**config.mk**
```make
export PLATFORM = sky130hd
export DESIGN_NAME = trng_uart_tx
export DESIGN_NICKNAME = d
export VERILOG_FILES = /design/src/rtl/trng_uart_tx.sv
export SDC_FILE = /design/constraint.sdc
export NUM_CORES = 1
export LEC_CHECK = 0
export CAP_MARGIN = 0
export CORE_ASPECT_RATIO = 0.75
export CORE_MARGIN = 1.5
export CORE_UTILIZATION = 40
export CTS_CLUSTER_DIAMETER = 30
export CTS_CLUSTER_SIZE = 8
export DETAILED_ROUTE_END_ITERATION = 8
export GPL_TIMING_DRIVEN = 0
export PLACE_DENSITY = 0.67
export SLEW_MARGIN = 20
export SYNTH_ARGS = -nofsm -noshare
export SYNTH_HDL_FRONTEND = slang
export SYNTH_SLANG_ARGS = --single-unit
```
**constraint.sdc**
```tcl
create_clock -name CLK -period 4.77 [get_ports CLK]
set_input_delay 0.477 -clock CLK [delete_from_list [all_inputs] [get_ports CLK]]
set_output_delay 0.477 -clock CLK [all_outputs]
set_load 0.02 [all_outputs]
```
**src/rtl/trng_uart_tx.sv**
```systemverilog
// TRNG sample FIFO feeding an 8N1 UART transmitter with RTS gating.
// Define TRNG_UART_HEX_EN to send each byte as two ASCII hex characters with CR LF every LINE_BYTES bytes.
module trng_uart_tx #(
  parameter int CYCLES_PER_BIT = 5208,
  parameter int FIFO_DEPTH     = 4,
  parameter int LINE_BYTES     = 16
) (
  input  logic       CLK,
  input  logic       RESET,
  input  logic [7:0] i_dat,
  input  logic       i_valid,
  output logic       o_ready,
  input  logic       i_rts_n,
  output logic       o_sout,
  output logic       o_busy
);

`ifdef TRNG_UART_HEX_EN
  localparam bit HEX_EN = 1'b1;
`else
  localparam bit HEX_EN = 1'b0;
`endif

  localparam int TW = $clog2(CYCLES_PER_BIT);
  localparam int AW = $clog2(FIFO_DEPTH);
  localparam int CW = AW + 1;
  localparam int LW = $clog2(LINE_BYTES + 1);
  localparam logic [TW-1:0] T_LAST = TW'(CYCLES_PER_BIT - 1);
  localparam logic [CW-1:0] C_FULL = CW'(FIFO_DEPTH);
  localparam logic [LW-1:0] L_LAST = LW'(LINE_BYTES - 1);

  typedef enum logic [1:0] {IDLE, START, DATA, STOP} state_t;

  state_t        state_q, state_d;
  logic [TW-1:0] timer_q, timer_d;
  logic [2:0]    bit_q, bit_d;
  logic [7:0]    shift_q, shift_d;
  logic          sout_q, sout_d;
  logic          ready_q, ready_d;
  logic          busy_q, busy_d;
  logic [AW-1:0] wr_ptr_q, wr_ptr_d;
  logic [AW-1:0] rd_ptr_q, rd_ptr_d;
  logic [CW-1:0] cnt_q, cnt_d;
  logic          avail_q, avail_d;
  logic          rts_s1_q, rts_s1_d;
  logic          rts_s2_q, rts_s2_d;
  logic          hex_lo_vld_q, hex_lo_vld_d;
  logic [7:0]    hex_lo_q, hex_lo_d;
  logic          cr_q, cr_d;
  logic          lf_q, lf_d;
  logic [LW-1:0] line_cnt_q, line_cnt_d;

  logic       push;
  logic       pop;
  logic       start;
  logic       char_vld;
  logic [7:0] next_char;

  logic [7:0] mem [FIFO_DEPTH];
  logic [7:0] rd_data_q;

  function automatic logic [7:0] hex_char(input logic [3:0] n);
    return (n < 4'd10) ? (8'h30 + {4'h0, n}) : (8'h37 + {4'h0, n});
  endfunction

  // Storage has no reset; avail_q lags the count by one cycle so rd_data_q is
  // always refreshed from the head entry before it is used.
  always_ff @(posedge CLK) begin
    if (push) begin
      mem[wr_ptr_q] <= i_dat;
    end
    rd_data_q <= mem[rd_ptr_q];
  end

  always_comb begin
    state_d      = state_q;
    timer_d      = timer_q;
    bit_d        = bit_q;
    shift_d      = shift_q;
    sout_d       = sout_q;
    wr_ptr_d     = wr_ptr_q;
    rd_ptr_d     = rd_ptr_q;
    hex_lo_vld_d = hex_lo_vld_q;
    hex_lo_d     = hex_lo_q;
    cr_d         = cr_q;
    lf_d         = lf_q;
    line_cnt_d   = line_cnt_q;
    avail_d      = (cnt_q != '0);
    rts_s1_d     = i_rts_n;
    rts_s2_d     = rts_s1_q;
    push         = i_valid & ready_q;
    pop          = 1'b0;
    start        = 1'b0;
    char_vld     = 1'b1;
    next_char    = 8'h00;

    if (hex_lo_vld_q) begin
      next_char = hex_lo_q;
    end else if (cr_q) begin
      next_char = 8'h0D;
    end else if (lf_q) begin
      next_char = 8'h0A;
    end else if (avail_q) begin
      next_char = HEX_EN ? hex_char(rd_data_q[7:4]) : rd_data_q;
    end else begin
      char_vld = 1'b0;
    end

    case (state_q)
      IDLE: begin
        start = char_vld & ~rts_s2_q;
      end
      START: begin
        if (timer_q == T_LAST) begin
          state_d = DATA;
          timer_d = '0;
          bit_d   = 3'd0;
          sout_d  = shift_q[0];
        end else begin
          timer_d = timer_q + TW'(1);
        end
      end
      DATA: begin
        if (timer_q == T_LAST) begin
          timer_d = '0;
          if (bit_q == 3'd7) begin
            state_d = STOP;
            sout_d  = 1'b1;
          end else begin
            bit_d   = bit_q + 3'd1;
            shift_d = {1'b0, shift_q[7:1]};
            sout_d  = shift_q[1];
          end
        end else begin
          timer_d = timer_q + TW'(1);
        end
      end
      STOP: begin
        if (timer_q == T_LAST) begin
          state_d = IDLE;
          start   = char_vld & ~rts_s2_q;
        end else begin
          timer_d = timer_q + TW'(1);
        end
      end
      default: state_d = IDLE;
    endcase

    if (start) begin
      state_d = START;
      timer_d = '0;
      sout_d  = 1'b0;
      shift_d = next_char;
      if (hex_lo_vld_q) begin
        hex_lo_vld_d = 1'b0;
      end else if (cr_q) begin
        cr_d = 1'b0;
        lf_d = 1'b1;
      end else if (lf_q) begin
        lf_d = 1'b0;
      end else begin
        pop = 1'b1;
        if (HEX_EN) begin
          // Line break is queued now; the low nibble still outranks it.
          hex_lo_vld_d = 1'b1;
          hex_lo_d     = hex_char(rd_data_q[3:0]);
          if (line_cnt_q == L_LAST) begin
            line_cnt_d = '0;
            cr_d       = 1'b1;
          end else begin
            line_cnt_d = line_cnt_q + LW'(1);
          end
        end
      end
    end

    if (push) begin
      wr_ptr_d = wr_ptr_q + AW'(1);
    end
    if (pop) begin
      rd_ptr_d = rd_ptr_q + AW'(1);
    end
    cnt_d   = cnt_q + CW'(push) - CW'(pop);
    ready_d = (cnt_d != C_FULL);
    busy_d  = (state_d != IDLE) || (cnt_d != '0) || hex_lo_vld_d || cr_d || lf_d;
  end

  always_ff @(posedge CLK) begin
    if (RESET) begin
      state_q      <= IDLE;
      timer_q      <= '0;
      bit_q        <= 3'd0;
      shift_q      <= 8'h00;
      sout_q       <= 1'b1;
      ready_q      <= 1'b1;
      busy_q       <= 1'b0;
      wr_ptr_q     <= '0;
      rd_ptr_q     <= '0;
      cnt_q        <= '0;
      avail_q      <= 1'b0;
      rts_s1_q     <= 1'b1;
      rts_s2_q     <= 1'b1;
      hex_lo_vld_q <= 1'b0;
      hex_lo_q     <= 8'h00;
      cr_q         <= 1'b0;
      lf_q         <= 1'b0;
      line_cnt_q   <= '0;
    end else begin
      state_q      <= state_d;
      timer_q      <= timer_d;
      bit_q        <= bit_d;
      shift_q      <= shift_d;
      sout_q       <= sout_d;
      ready_q      <= ready_d;
      busy_q       <= busy_d;
      wr_ptr_q     <= wr_ptr_d;
      rd_ptr_q     <= rd_ptr_d;
      cnt_q        <= cnt_d;
      avail_q      <= avail_d;
      rts_s1_q     <= rts_s1_d;
      rts_s2_q     <= rts_s2_d;
      hex_lo_vld_q <= hex_lo_vld_d;
      hex_lo_q     <= hex_lo_d;
      cr_q         <= cr_d;
      lf_q         <= lf_d;
      line_cnt_q   <= line_cnt_d;
    end
  end

  assign o_sout  = sout_q;
  assign o_ready = ready_q;
  assign o_busy  = busy_q;

endmodule

```
After elaboration in Yosys (flattened, before gate mapping)

Memories as Yosys holds them, arrays and structs flattened. A register that Yosys moved wholly into a read port is not among the register bits.
Index checks and enable logic that the tools add are counted.

Register bits after elaboration: 42
RAM bits: 32
Output and inout bits: 3
Memories kept: 1

Memory list:

| name | words | width | read ports | clocked after memory_dff | wr ports | RTL line | RTL |
|---|---|---|---|---|---|---|---|
| mem  | 4     | 8     | 1          | 1                        | 1        | 59       | `logic [7:0] mem [FIFO_DEPTH];` |

$add $sub $neg: 6
Eq/ne operators: 13
Muxes and demuxes: 44
Bitwise gates (word level): 3
Reductions and logical operators: 19

Operator list:

| cell                                                            | count |
|---|---|
| 8-bit 2-to-1 mux                                                | 8 |
| 13-bit 2-to-1 mux                                               | 2 |
| 13-bit one-hot mux with 2 select lines                          | 1 |
| 1-bit 2-to-1 mux                                                | 21 |
| 13-bit by 1-bit adder with 13-bit output, second input constant | 1 |
| 13-bit == test, second input constant                           | 1 |
| 2-bit 2-to-1 mux                                                | 5 |
| 2-bit inequality test, second input constant                    | 5 |
| 2-bit nonzero test                                              | 5 |
| 3-bit 2-to-1 mux                                                | 3 |
| 3-bit inequality test, second input constant                    | 3 |
| 3-bit nonzero test                                              | 3 |
| 2-bit one-hot mux with 3 select lines                           | 1 |
| 3-bit one-hot mux with 2 select lines                           | 1 |
| 3-bit AND reduction                                             | 2 |
| 2-bit by 1-bit adder with 2-bit output, second input constant   | 2 |
| 2-bit == test, second input constant                            | 2 |
| 1-bit logical OR                                                | 4 |
| 1-bit one-hot mux with 2 select lines                           | 2 |
| 4-bit AND reduction                                             | 1 |
| 2-bit OR reduction                                              | 2 |
| 3-bit by 1-bit adder with 3-bit output                          | 1 |
| 3-bit by 1-bit adder with 3-bit output, second input constant   | 1 |
| 3-bit == test, second input constant                            | 1 |
| other kinds (6)                                                 | 7 |

Logic depth before layout (Yosys ltp)

Gate-level depths: netlist (run 1).

Depth after elaboration: 14
Mapped depth: 13
Gate-level depth less buffers: 13

Least setup slack after synthesis (run 1)

No wires, ideal clock.

Path type: register to register
Start: register timer_q[0]
End: register busy_q (netlist: o_busy)
Library setup time: 0.142 ns
Data arrival time: 2.525 ns
Data required time: 4.628 ns
Setup slack: 2.103 ns
Cell stages (with the launch flop): 13
Path buffers: 0
Path through: dfxtp_1 > ha_1 > and4_1 > a41oi_2 > nor3_1 > ha_1 > inv_1 > ha_1 > inv_1 > fa_1 > xnor2_1 > and4b_1 > a31oi_1

Cells in the longest elaborated chain, start to end: 10
Elaborated cells between the ends (all ways): 19
Those cells by class: add/sub (1); eq/ne (1); mux (11); reduce/logical (6)

RTL lines:

| what                                        | RTL line | RTL |
|---|---|---|
| start: declaration                          | 35       | `logic [TW-1:0] timer_q, timer_d;` |
| start signal: assignment                    | 210      | `timer_q <= timer_d;` |
| 13-bit == test                              | 139      | `if (timer_q == T_LAST) begin` |
| 1-bit 2-to-1 mux                            | 139      |  |
| 1-bit one-hot mux with 2 select lines       | 109      | `case (state_q)` |
| 1-bit 2-to-1 mux                            | 149      | `if (start) begin` |
| net pop                                     | 54       | `logic pop;` |
| 3-bit by 1-bit subtractor with 3-bit output | 183      | `cnt_d = cnt_q + CW'(push) - CW'(pop);` |
| 3-bit nonzero test                          | 185      | `busy_d = (state_d != IDLE) \|\| (cnt_d != '0) \|\| hex_lo_vld_d \|\| cr_d \|\| lf_d;` |
| 1-bit logical OR (4 in a row)               | 185      |  |
| end signal: assignment                      | 215      | `busy_q <= busy_d;` |
| end: declaration                            | 40       | `logic busy_q, busy_d;` |

The timed path passes the listed nets, and every way through them passes these cells.
A chain may end at the register's enable or synchronous reset.

Final worst setup path (run 1)

Ends and elaborated chain as after synthesis.

==> tab_implementation.tex, run 1 <==
\begin{tabular}{lr}
\hline
Metric & Value \\
\hline
\multicolumn{2}{l}{\textbf{Run}} \\
\quad Number of violations of the max-capacitance limit & 0 \\
\multicolumn{2}{l}{\textbf{Synthesis}} \\
\quad Number of enable flip-flop cells after synthesis & 32 \\
\quad Synthesized Nets & 310 \\
\quad Main synth FF type & dfxtp\_1 \\
\quad Number of synthesis warnings & 0 \\
\quad Sequential area share after synthesis & between 50\% and 60\% \\
\quad Top cells by area, synth & dfxtp\_1 (29\%), edfxtp\_1 (28\%), mux4\_2 (5.2\%) \\
\quad Mapped Avg Cell Area & about 12 um2 \\
\quad Dominant cell type by area after synthesis & dfxtp\_1 \\
\quad Share of the synthesized area in the top cell type & 29.2\% \\
\quad Fraction of registers with async set or reset after synthesis & 0\% \\
\quad Total of flip-flops plus latches after synthesis & 82 \\
\quad Cell count after synthesis & roughly 280 \\
\quad Number of distinct standard cells referenced by the synthesized netlist & 49 \\
\quad Syn Std Cell Area & 3430 um2 \\
\multicolumn{2}{l}{\textbf{Critical path}} \\
\quad Category of the worst setup path capture point & flip-flop \\
\quad Slack of the worst reg-to-reg path & 1.72 ns \\
\quad Signal arrival time at the worst endpoint & between 3 and 4 ns \\
\quad WS Path Type & reg -> reg \\
\quad Largest fanout of any net on the critical path & 5 \\
\quad Kind of start point of the critical path & flip-flop \\
\quad Required time worst endpoint & roughly 5.0 ns \\
\quad R2R Path End & o\_busy \\
\quad Critical R2R Launch & timer\_q[0] \\
\quad Depth of the worst register-to-register path & 12 \\
\multicolumn{2}{l}{\textbf{Min path}} \\
\quad Hold Path Cell Cnt & 1 \\
\quad Hold Crit Start & rts\_s1\_q \\
\quad Class of the most critical hold timing path & reg -> reg \\
\quad End of the worst hold path & rts\_s2\_q \\
\multicolumn{2}{l}{\textbf{Route}} \\
\quad Wire per inst & 14.4 um \\
\quad Via-to-Cell Ratio & about 5.2 \\
\quad Number of nets with antenna violations after detailed routing & 0 \\
\quad Starting DRC count in detailed routing & 99 \\
\quad Routed vias & 2196 \\
\quad Number of design rule violations left after detail routing & 0 \\
\quad Detailed Routing Iterations Pass 1 & 4 \\
\quad Routed Wire Length & 6.06 mm \\
\multicolumn{2}{l}{\textbf{CTS}} \\
\quad Total of cells resized after clock tree synthesis & 0 \\
\quad Post-CTS setup-driven buffer insertion count & 0 \\
\quad Post-CTS Hold Fix Bufs & 0 \\
\quad Maximum level of the CTS H-tree & 3 \\
\quad Clock Tree Buf Depth & 2 \\
\quad CTS buffer count & 9 \\
\quad Sink count of the clock tree & 82 \\
\quad Root buf cell & clkbuf\_16 \\
\quad Clock tree from TritonCTS & yes \\
\quad Insertion delay to the later sink of the worst-skew pair & $\sim$0.33 ns \\
\quad Clock-pin slew on the worst setup and hold paths & approximately 0.06 ns \\
\multicolumn{2}{l}{\textbf{STA}} \\
\quad Pins over their slew limit & 0 \\
\quad Highest clock rate & 327 MHz \\
\quad Min Tclk post-route & 3.05 ns \\
\quad Hold Fails Final Rpt & 0 \\
\quad Worst Clk Skew & 0.00601 ns \\
\quad Sum of negative setup slack & 0 ns \\
\quad Period utilization & 64.0\% \\
\quad Setup repair after global routing missed its margin & false \\
\quad Remaining max-slew budget at the tightest pin & around 44\% \\
\quad Setup violators final & 0 \\
\quad Least-Margin Pin Slew & 0.831 ns \\
\multicolumn{2}{l}{\textbf{GRT}} \\
\quad Global Route Usage Sum & 14.6\% \\
\quad Grt total ovfl & 0 \\
\quad Pin count of the biggest net entering global routing & 17 \\
\quad Number of antenna violations at the first check in global routing & 0 \\
\quad Global-route wire length before repair & 10.2 mm \\
\quad Via count of the first global-routing pass & 2119 \\
\multicolumn{2}{l}{\textbf{Die}} \\
\quad Placeable core region & between 8000 and 9000 um2 \\
\quad Vertical extent of the die & roughly 83 um \\
\quad Die area & 9150 um2 \\
\quad Top-Level Pins & 15 \\
\quad Starting Density & 40.9\% \\
\quad Die X-Extent & 110 um \\
\quad Core Rows & 29 \\
\multicolumn{2}{l}{\textbf{Outcome}} \\
\quad Result of the run & complete, no violations \\
\multicolumn{2}{l}{\textbf{Pwr}} \\
\quad Total Power & around 1.8 mW \\
\quad Pwr dens & 443 nW/um2 \\
\quad Worst supply voltage drop on vdd & roughly 0.28 mV \\
\quad Cell leakage power & 1.50 nW \\
\multicolumn{2}{l}{\textbf{Layout}} \\
\quad Layout-stage area growth over the synthesis result & 17.4\% \\
\quad Multi-input gate area & 1380 um2 \\
\quad Fin util & $\sim$48\% \\
\quad Register Area & 1960 um2 \\
\quad Share of layout cells above drive strength 1 & 11.5\% \\
\quad Antenna diode instance count & 0 \\
\quad Net count, final & 334 \\
\quad Final Cell Area & 4030 um2 \\
\quad Final-layout fill cell count & between 700 and 800 \\
\multicolumn{2}{l}{\textbf{Placement}} \\
\quad Sum of net half-perimeters after detailed placement & 4.21 mm \\
\quad Routability congestion estimate from global placement & 0.804 \\
\quad Standard cell area after detailed placement & approximately 3700 um2 \\
\quad I/O Buffers & 13 \\
\hline
\end{tabular}
-- cells by family (layout without fill, tap and decap cells) --
| kind of cell | Yosys count | count (layout) | share of synthesized area, % |
|---|---|---|---|
| AO/OA/AOI/OAI | 44 | 44 | 8.68 |
| XOR/XNOR | 12 | 12 | 3.06 |
| adder cells (fa/ha/maj) | 15 | 15 | 5.69 |
| buffers and inverters | 20 | 49 | 2.62 |
| flip-flops | 82 | 82 | 57.2 |
| multiplexers | 18 | 18 | 8.20 |
| AND/OR/NAND/NOR | 92 | 92 | 14.6 |
-- how the worst max path moves through the flow --
stage	start	end
finish	timer_q[0]	o_busy
detailed placement	timer_q[0]	o_busy
floorplan	timer_q[0]	o_busy
CTS	timer_q[0]	o_busy
global placement	timer_q[0]	o_busy
global route	timer_q[0]	o_busy
-- worst max-delay path, stage by stage, from the launching register on --
cell	delay, ns
dfxtp_1	0.39
ha_1	0.24
and4_1	0.29
a41oi_2	0.21
nor3_1	0.37
ha_1	0.31
inv_1	0.06
ha_1	0.13
inv_1	0.05
fa_1	0.37
xnor2_1	0.19
and4b_1	0.22
a31oi_1	0.09
-- flip-flops by register name, summed over array words and instances, names as in the netlist --
name	count
rd_data_q	8
lf_q	1
bit_q	3
o_sout	1
shift_q	8
state_q	2
cr_q	1
rts_s1_q	1
timer_q	13
cnt_q	3
rd_ptr_q	2
avail_q	1
wr_ptr_q	2
o_busy	1
hex_lo_vld_q	1
mem	32
rts_s2_q	1
o_ready	1
-- Yosys cell counts, types with 2 or more instances --
master and n:
mux4_2 8, and3_1 8, clkbuf_1 6, xor2_1 6
a22oi_1 2, nor2b_1 2, a21oi_1 15, a41oi_1 2
buf_2 3, inv_1 8, nand2_1 10, nor4b_4 2
nand3_1 7, o21ai_0 3, nand3b_1 4, ha_1 14
nor2_1 35, o311ai_0 2, nor3_1 6, a31oi_1 3
dfxtp_1 50, or3_1 3, a22o_1 2, a211oi_1 8
and4_1 3, xnor2_1 6, nand4_1 2, edfxtp_1 32
or2_2 3, mux2i_1 9
-- placed cells by master (no fill, tap or decap), types with 3 or more instances in the layout --
cell	netlist	routed
a211oi_1	8	8
a21oi_1	15	15
a31oi_1	3	3
and3_1	8	8
and4_1	3	3
buf_2	3	3
clkbuf_1	6	6
clkbuf_16	0	9
clkdlybuf4s50_1	0	13
dfxtp_1	50	50
edfxtp_1	32	32
ha_1	14	14
inv_1	8	8
inv_6	0	3
mux2i_1	9	9
mux4_2	8	8
nand2_1	10	10
nand3_1	7	7
nand3b_1	4	4
nor2_1	35	35
nor3_1	6	6
o21ai_0	3	3
or2_2	3	3
or3_1	3	3
xnor2_1	6	6
xor2_1	6	6
-- final cells by class --
| class | instances | share of cell area (%) |
|---|---|---|
| Clock buffer | 9 | 5.59 |
| Timing Repair Buffer | 13 | 3.23 |
| Multi-Input combinational cell | 181 | 34.3 |
| Inverter | 8 | 0.745 |
| Buffer | 12 | 1.49 |
| Sequential cell | 82 | 48.7 |
| Clock inverter | 7 | 2.64 |
| Tap cell | 108 | 3.35 |
-- report_power, final --
group	total, mW	leakage [nW]	switching [mW]	internal (mW)
Clock	0.757	0.163	0.289	0.468
Sequential	0.831	0.702	0.0308	0.800
Combinational	0.198	0.640	0.105	0.0928
Total	1.79	1.50	0.425	1.36
-- per-layer routing --
layer  vias to the layer above  part of all wire (%)  GRT usage [%]
met1                      1052                    49           20.6
met3                         7                   4.5           4.00
met5                         -                     0              0
li1                       1093                     -              -
met4                         0                   1.0           4.60
met2                        44                    45           21.9
-- stage by stage --
stage | hold slack (ns) | cells | setup slack, ns
after floorplan | 0.389 | 283 | 2.10
after global placement | 0.403 | 404 | 1.76
after detailed placement | 0.404 | 404 | 1.73
after CTS | 0.425 | 420 | 1.72
after global routing | 0.450 | 420 | 1.51
final | 0.420 | 420 | 1.72
Note: power is estimated with default switching activity, not from simulation.
==> run 2, diff against run 1 <==
==> constraint.sdc (replaced) <==
create_clock -name CLK -period 3.1 [get_ports CLK]
set_input_delay 0.31 -clock CLK [delete_from_list [all_inputs] [get_ports CLK]]
set_output_delay 0.31 -clock CLK [all_outputs]
set_load 0.02 [all_outputs]
==> tab_implementation.tex, run 2 (same netlist as run 1, synthesis figures left out) <==
\begin{tabular}{lr}
\hline
Metric & Value \\
\hline
\multicolumn{2}{l}{\textbf{Route}} \\
\quad Routed vias & 2213 (was 2196) \\
\quad Via-to-Cell Ratio & 5.26 (was 5.23) \\
\quad Wire per inst & 14.6 um (was 14.4 um) \\
\quad Starting DRC count in detailed routing & 107 (was 99) \\
\quad Number of nets with antenna violations after detailed routing & 0 (unchanged) \\
\quad Routed Wire Length & 6.13 mm (was 6.06 mm) \\
\quad Detailed Routing Iterations Pass 1 & 4 (unchanged) \\
\quad Number of design rule violations left after detail routing & 0 (unchanged) \\
\multicolumn{2}{l}{\textbf{Placement}} \\
\quad Placed cells & 404 (unchanged) \\
\quad Sum of net half-perimeters after detailed placement & 4.21 mm (unchanged) \\
\quad Routability congestion estimate from global placement & 0.804 (unchanged) \\
\quad Post-placement worst setup slack & 0.0598 ns (was 1.73 ns) \\
\quad I/O Buffers & 13 (unchanged) \\
\multicolumn{2}{l}{\textbf{CTS}} \\
\quad CTS buffer count & 9 (unchanged) \\
\quad Root buf cell & clkbuf\_16 (unchanged) \\
\quad Sink count of the clock tree & 82 (unchanged) \\
\quad Clock-pin slew on the worst setup and hold paths & 0.06 ns (about the same) \\
\quad Clock tree from TritonCTS & yes (unchanged) \\
\quad Post-CTS Hold Fix Bufs & 0 (unchanged) \\
\quad Insertion delay to the later sink of the worst-skew pair & 0.33 ns (about the same) \\
\quad Maximum level of the CTS H-tree & 3 (unchanged) \\
\quad Clock Tree Buf Depth & 2 (unchanged) \\
\multicolumn{2}{l}{\textbf{Pwr}} \\
\quad Comb pwr share & 11.5\% (was 11.1\%) \\
\quad Switch share & 23.7\% (was 23.8\%) \\
\quad Switching Power & 0.654 mW (was 0.425 mW) \\
\quad Pwr dens & 681 nW/um2 (was 443 nW/um2) \\
\quad Share of power burned in registers & 46.4\% (was 46.5\%) \\
\quad Internal power & 2.10 mW (was 1.36 mW) \\
\quad Worst supply voltage drop on vdd & 0.425 mV (was 0.276 mV) \\
\quad Proportion of power drawn by the clock network & 42.1\% (was 42.4\%) \\
\quad Cell leakage power & 1.51 nW (was 1.50 nW) \\
\multicolumn{2}{l}{\textbf{GRT}} \\
\quad Grt total ovfl & 0 (unchanged) \\
\quad Number of antenna violations at the first check in global routing & 0 (unchanged) \\
\quad Global Route Usage Sum & 14.6\% (unchanged) \\
\quad Pin count of the biggest net entering global routing & 17 (unchanged) \\
\quad Via count of the first global-routing pass & 2119 (unchanged) \\
\quad Global-route wire length before repair & 10.2 mm (unchanged) \\
\multicolumn{2}{l}{\textbf{STA}} \\
\quad Highest clock rate & 343 MHz (was 327 MHz) \\
\quad Least-Margin Pin Slew & 0.857 ns (was 0.831 ns) \\
\quad Remaining max-slew budget at the tightest pin & 42.4\% (was 44.2\%) \\
\quad Hold Fails Final Rpt & 0 (unchanged) \\
\quad Setup violators final & 0 (unchanged) \\
\quad Post-route worst setup slack & 0.182 ns (was 1.72 ns) \\
\quad Sum of negative setup slack & 0 ns (unchanged) \\
\quad Setup repair after global routing missed its margin & false (unchanged) \\
\quad Period utilization & 94.1\% (was 64.0\%) \\
\quad Worst Clk Skew & 0.00730 ns (was 0.00601 ns) \\
\quad Pins over their slew limit & 0 (unchanged) \\
\quad Min Tclk post-route & 2.92 ns (was 3.05 ns) \\
\multicolumn{2}{l}{\textbf{Layout}} \\
\quad Multi-input gate area & 1390 um2 (was 1380 um2) \\
\quad Antenna diode instance count & 0 (unchanged) \\
\quad Share of layout cells above drive strength 1 & 12.5\% (was 11.5\%) \\
\quad Number of flip-flops in the largest register & 32 (unchanged) \\
\quad Net count, final & 335 (was 334) \\
\quad Registers with the highest flip-flop counts & mem x32, timer\_q x13 (unchanged) \\
\quad Final-layout fill cell count & 706 (was 709) \\
\quad Highest-count cells in the layout ignoring fill and taps & dfxtp\_1 (50), nor2\_1 (35), edfxtp\_1 (32) (unchanged) \\
\quad Final Non-Filler Cells & 421 (was 420) \\
\quad Register Area & 1960 um2 (unchanged) \\
\quad Top reg by flops & mem (unchanged) \\
\quad Layout-stage area growth over the synthesis result & 18.0\% (was 17.4\%) \\
\quad Most common cell after layout, fill and taps aside & dfxtp\_1 (unchanged) \\
\multicolumn{2}{l}{\textbf{Critical path}} \\
\quad Required time worst endpoint & 3.29 ns (was 4.96 ns) \\
\quad Category of the worst setup path capture point & flip-flop (unchanged) \\
\quad Cell type with the highest occurrence count on the critical path & ha\_1 (unchanged) \\
\quad Critical Path, Cell by Cell & ha\_1 > and4\_1 > a41oi\_2 > nor3\_2 > ha\_1 > inv\_1 > ha\_1 > inv\_1 > fa\_1 > xnor2\_2 > and4b\_1 > a31oi\_1 (was ha\_1 > and4\_1 > a41oi\_2 > nor3\_1 > ha\_1 > inv\_1 > ha\_1 > inv\_1 > fa\_1 > xnor2\_1 > and4b\_1 > a31oi\_1) \\
\quad Kind of start point of the critical path & flip-flop (unchanged) \\
\quad Crit. Startpoint & timer\_q[0] (unchanged) \\
\quad Slowest CP cell & fa\_1 (was dfxtp\_1) \\
\quad WS Path Type & reg -> reg (unchanged) \\
\quad Signal arrival time at the worst endpoint & 3.11 ns (was 3.25 ns) \\
\quad Critical R2R Launch & timer\_q[0] (unchanged) \\
\quad Largest fanout of any net on the critical path & 5 (unchanged) \\
\quad Longest individual stage delay on the worst path & 0.40 ns (was 0.39 ns) \\
\multicolumn{2}{l}{\textbf{Die}} \\
\quad Die area & 9150 um2 (unchanged) \\
\quad Top-Level Pins & 15 (unchanged) \\
\quad Starting Density & 40.9\% (unchanged) \\
\quad Placeable core region & 8380 um2 (unchanged) \\
\quad Die X-Extent & 110 um (unchanged) \\
\quad Vertical extent of the die & 83.2 um (unchanged) \\
\quad Core Rows & 29 (unchanged) \\
\multicolumn{2}{l}{\textbf{Min path}} \\
\quad Class of the most critical hold timing path & in -> reg (was reg -> reg) \\
\quad Hold Crit Start & RESET (was rts\_s1\_q) \\
\multicolumn{2}{l}{\textbf{Run}} \\
\quad Number of violations of the max-capacitance limit & 0 (unchanged) \\
\multicolumn{2}{l}{\textbf{Outcome}} \\
\quad Result of the run & complete, no violations (unchanged) \\
\hline
\end{tabular}
## run 2: cell types whose count changed in the layout (fill, tap and decap cells not counted)
cell,change
buf_4,+1
nor3_1,-1
nor3_2,+1
xnor2_1,-1
xnor2_2,+1
## run 2: cell type report
class                           instances  area share [%]
Multi-Input combinational cell        181            34.4
Tap cell                              108            3.34
Inverter                                8           0.742
Buffer                                 12            1.48
Timing Repair Buffer                   14            3.40
Sequential cell                        82            48.5
Clock inverter                          7            2.63
Clock buffer                            9            5.56
## run 2: power by group through the flow
stage / registers (mW) / logic, mW / clock network, mW
6_report: 1.28 / 0.317 / 1.16
4_1_cts: 1.28 / 0.312 / 1.19
2_1_floorplan: 1.30 / 0.194 / 0
5_1_grt: 1.29 / 0.352 / 1.23
3_5_place_dp: 1.30 / 0.310 / 0
3_3_place_gp: 1.30 / 0.296 / 0
## run 2: layer usage
metal  vias up  routed length, um  track usage, %  share of wire (%)
li1       1094                  -               -                  -
met1      1063               2990            20.6                 49
met2        48               2780            21.9                 45
met3         8                288            4.00                4.7
met4         0                 67            4.60                1.1
met5         -                  0               0                  0
## run 2: per-stage QoR
step                hold slack (ns)  cell area (um2)  util (%)  total power, mW
floorplan                     0.389             3430         -             1.50
global placement              0.403             3700      44.1             1.60
detailed placement            0.404             3700      44.1             1.61
CTS                           0.322             4030      48.1             2.78
global route                  0.368             4050      48.3             2.87
finish                        0.342             4050      48.3             2.76
## run 2: what timing repair did
| action | in CTS | in global routing |
|---|---|---|
| buffers inserted | 0 | 1 |
| resized for setup | 0 | 2 |
| endpoints found under the setup margin | 0 | 2 |
## run 2: worst max-delay path: cells and delay by family, from the launching register on
kind | cells | cell delay (ns)
xor+xnor | 1 | 0.18
fa+ha+maj | 4 | 1.04
simple gates | 3 | 0.76
flops | 1 | 0.39
compound gates | 2 | 0.30
buf+inv | 2 | 0.11
## run 2: path summary, 6_finish.rpt
path / endpoint / cells past startpoint / slack, ns
worst max-delay path: o_busy / 12 / 0.18
worst min-delay path: cnt_q[0] / 2 / 0.34
worst max register to register: o_busy / 12 / 0.18
worst min register to register: rts_s2_q / 1 / 0.42
==> run 3, diff against run 2 <==
--- a/config.mk
+++ b/config.mk
@@ -6,14 +6,17 @@
 export NUM_CORES = 1
 export LEC_CHECK = 0
 export CAP_MARGIN = 0
+export CELL_PAD_IN_SITES_DETAIL_PLACEMENT = 1
+export CELL_PAD_IN_SITES_GLOBAL_PLACEMENT = 1
 export CORE_ASPECT_RATIO = 0.75
 export CORE_MARGIN = 1.5
 export CORE_UTILIZATION = 40
 export CTS_CLUSTER_DIAMETER = 30
 export CTS_CLUSTER_SIZE = 8
 export DETAILED_ROUTE_END_ITERATION = 8
+export GPL_ROUTABILITY_DRIVEN = 0
 export GPL_TIMING_DRIVEN = 0
-export PLACE_DENSITY = 0.67
+export PLACE_DENSITY = 0.76
 export SLEW_MARGIN = 20
 export SYNTH_ARGS = -nofsm -noshare
 export SYNTH_HDL_FRONTEND = slang
==> tab_implementation.tex, run 3 (same netlist as run 1, synthesis figures left out) <==
\begin{tabular}{lr}
\hline
Metric & Value \\
\hline
\multicolumn{2}{l}{\textbf{Outcome}} \\
\quad Result of the run & complete, no violations (unchanged) \\
\multicolumn{2}{l}{\textbf{Critical path}} \\
\quad Signal arrival time at the worst endpoint & 3.17 ns (was 3.11 ns) \\
\quad Longest individual stage delay on the worst path & 0.42 ns (was 0.40 ns) \\
\quad Slowest CP cell & fa\_1 (unchanged) \\
\quad WS Path Type & reg -> reg (unchanged) \\
\quad Crit. Startpoint & timer\_q[0] (unchanged) \\
\quad Critical Path, Cell by Cell & ha\_2 > and4\_4 > a41oi\_4 > nor3\_2 > ha\_1 > inv\_1 > ha\_1 > inv\_1 > fa\_1 > xnor2\_2 > and4b\_1 > a31oi\_1 (was ha\_1 > and4\_1 > a41oi\_2 > nor3\_2 > ha\_1 > inv\_1 > ha\_1 > inv\_1 > fa\_1 > xnor2\_2 > and4b\_1 > a31oi\_1) \\
\quad Slack of the worst reg-to-reg path & 0.1 ns (was 0.18 ns) \\
\quad Required time worst endpoint & 3.27 ns (was 3.29 ns) \\
\quad R2R Path End & o\_busy (unchanged) \\
\quad Depth of the worst register-to-register path & 12 (unchanged) \\
\quad Capture point of the critical path & o\_busy (unchanged) \\
\quad Kind of start point of the critical path & flip-flop (unchanged) \\
\quad Critical R2R Launch & timer\_q[0] (unchanged) \\
\quad Category of the worst setup path capture point & flip-flop (unchanged) \\
\quad Largest fanout of any net on the critical path & 5 (unchanged) \\
\multicolumn{2}{l}{\textbf{Route}} \\
\quad Wire per inst & 16.5 um (was 14.6 um) \\
\quad Starting DRC count in detailed routing & 57 (was 107) \\
\quad Routed Wire Length & 6.97 mm (was 6.13 mm) \\
\quad Number of design rule violations left after detail routing & 0 (unchanged) \\
\quad Number of nets with antenna violations after detailed routing & 0 (unchanged) \\
\quad Via-to-Cell Ratio & 5.33 (was 5.26) \\
\quad Routed vias & 2250 (was 2213) \\
\quad Detailed Routing Iterations Pass 1 & 6 (was 4) \\
\multicolumn{2}{l}{\textbf{Layout}} \\
\quad Net count, final & 336 (was 335) \\
\quad Antenna diode instance count & 0 (unchanged) \\
\quad Layout-stage area growth over the synthesis result & 17.4\% (was 18.0\%) \\
\quad Final Non-Filler Cells & 422 (was 421) \\
\quad Final-layout fill cell count & 853 (was 706) \\
\quad Highest-count cells in the layout ignoring fill and taps & dfxtp\_1 (47), nor2\_1 (35), edfxtp\_1 (32) (was dfxtp\_1 (50), nor2\_1 (35), edfxtp\_1 (32)) \\
\quad Most common cell after layout, fill and taps aside & dfxtp\_1 (unchanged) \\
\quad Top reg by flops & mem (unchanged) \\
\quad Share of layout cells above drive strength 1 & 14.6\% (was 12.5\%) \\
\quad Registers with the highest flip-flop counts & mem x32, timer\_q x13 (unchanged) \\
\quad Number of flip-flops in the largest register & 32 (unchanged) \\
\multicolumn{2}{l}{\textbf{CTS}} \\
\quad Clock Tree Buf Depth & 2 (unchanged) \\
\quad Sink count of the clock tree & 82 (unchanged) \\
\quad Maximum level of the CTS H-tree & 3 (unchanged) \\
\quad Insertion delay to the later sink of the worst-skew pair & 0.33 ns (about the same) \\
\quad Clock tree from TritonCTS & yes (unchanged) \\
\quad CTS buffer count & 9 (unchanged) \\
\quad Root buf cell & clkbuf\_16 (unchanged) \\
\quad Post-CTS Hold Fix Bufs & 0 (unchanged) \\
\quad Clock-pin slew on the worst setup and hold paths & 0.06 ns (about the same) \\
\multicolumn{2}{l}{\textbf{Die}} \\
\quad Die X-Extent & 110 um (unchanged) \\
\quad Core Rows & 29 (unchanged) \\
\quad Die area & 9150 um2 (unchanged) \\
\quad Vertical extent of the die & 83.2 um (unchanged) \\
\quad Top-Level Pins & 15 (unchanged) \\
\quad Placeable core region & 8380 um2 (unchanged) \\
\quad Starting Density & 40.9\% (unchanged) \\
\multicolumn{2}{l}{\textbf{STA}} \\
\quad Remaining max-slew budget at the tightest pin & 50.0\% (was 42.4\%) \\
\quad Setup violators final & 0 (unchanged) \\
\quad Worst Clk Skew & 0.00522 ns (was 0.00730 ns) \\
\quad Period utilization & 96.8\% (was 94.1\%) \\
\quad Highest clock rate & 333 MHz (was 343 MHz) \\
\quad Pins over their slew limit & 0 (unchanged) \\
\quad Sum of negative setup slack & 0 ns (unchanged) \\
\quad Least-Margin Pin Slew & 0.750 ns (was 0.857 ns) \\
\quad Hold Fails Final Rpt & 0 (unchanged) \\
\quad Min Tclk post-route & 3.00 ns (was 2.92 ns) \\
\multicolumn{2}{l}{\textbf{GRT}} \\
\quad Grt total ovfl & 0 (unchanged) \\
\quad Global-route wire length before repair & 11.9 mm (was 10.2 mm) \\
\quad Pin count of the biggest net entering global routing & 17 (unchanged) \\
\quad Via count of the first global-routing pass & 2367 (was 2119) \\
\quad Number of antenna violations at the first check in global routing & 0 (unchanged) \\
\quad Global Route Usage Sum & 17.2\% (was 14.6\%) \\
\multicolumn{2}{l}{\textbf{Pwr}} \\
\quad Cell leakage power & 1.49 nW (was 1.51 nW) \\
\quad Worst supply voltage drop on vdd & 0.358 mV (was 0.425 mV) \\
\quad Pwr dens & 644 nW/um2 (was 681 nW/um2) \\
\multicolumn{2}{l}{\textbf{Min path}} \\
\quad Hold Path Cell Cnt & 2 (unchanged) \\
\quad Class of the most critical hold timing path & in -> reg (unchanged) \\
\multicolumn{2}{l}{\textbf{Placement}} \\
\quad I/O Buffers & 13 (unchanged) \\
\quad Sum of net half-perimeters after detailed placement & 4.94 mm (was 4.21 mm) \\
\quad Placed cells & 404 (unchanged) \\
\multicolumn{2}{l}{\textbf{Run}} \\
\quad Number of violations of the max-capacitance limit & 0 (unchanged) \\
\hline
\end{tabular}
run 3: cell types whose count changed in the layout (fill, tap and decap cells not counted), sizes merged:
cell,before,now
inv,12,11
bufinv,2,0
clkinvlp,0,2
clkbuf,15,16
buf,7,8
run 3: area by class of cell:
cell class,instances,area [um2],area share (%)
Inverter,8,30.0,0.745
Buffer,12,60.1,1.49
Timing Repair Buffer,15,145,3.60
Clock buffer,10,229,5.68
Clock inverter,6,50.0,1.24
Multi-Input combinational cell,181,1420,35.1
Tap cell,108,135,3.35
Sequential cell,82,1970,48.8
run 3: critical path: cells and delay by family (launching register included):
kind	cells	cell delay (ns)
AO/OA/AOI/OAI	2	0.30
XOR/XNOR	1	0.20
adder cells (fa/ha/maj)	4	1.05
buffers and inverters	2	0.10
flip-flops	1	0.37
AND/OR/NAND/NOR	3	0.82
run 3: worst min-delay path by stage:
stage / startpoint / to / slack, ns
6_report: RESET / cnt_q[0] / 0.34
5_1_grt: RESET / cnt_q[0] / 0.36
4_1_cts: RESET / cnt_q[0] / 0.34
3_5_place_dp: rts_s1_q / rts_s2_q / 0.40
3_3_place_gp: rts_s1_q / rts_s2_q / 0.40
2_1_floorplan: rts_s1_q / rts_s2_q / 0.39
run 3: what timing repair did:
item                       CTS  global route
gates cloned                 0             0
pin swaps                    0             2
setup endpoints to repair    1             1
buffers inserted             0             2
gates resized for setup      1            10
run 3: routing by layer:
metal | vias up | track usage (%) | wire length [um]
li1 | 1097 | - | -
met2 | 19 | 26.9 | 3410
met5 | - | 0 | 0
met1 | 1130 | 23.2 | 3360
met4 | 0 | 5.31 | 47
met3 | 4 | 4.71 | 151
run 3: stage by stage:
| stage | total power [mW] | util [%] | worst slack, ns | hold WS, ns | area [um2] |
|---|---|---|---|---|---|
| after floorplan | 1.50 | - | 0.433 | 0.389 | 3430 |
| after global placement | 1.60 | 44.1 | -0.00473 | 0.400 | 3700 |
| after detailed placement | 1.61 | 44.1 | -0.0729 | 0.399 | 3700 |
| after CTS | 2.62 | 47.5 | 0.0230 | 0.342 | 3980 |
| after global routing | 2.72 | 48.1 | -0.0853 | 0.364 | 4030 |
| final | 2.60 | 48.1 | 0.0985 | 0.341 | 4030 |
run 3: where the power goes:
part | switching [mW] | internal, mW | leakage [nW]
sequential | 0.0493 | 1.23 | 0.703
combinational | 0.171 | 0.150 | 0.653
clock | 0.441 | 0.553 | 0.130
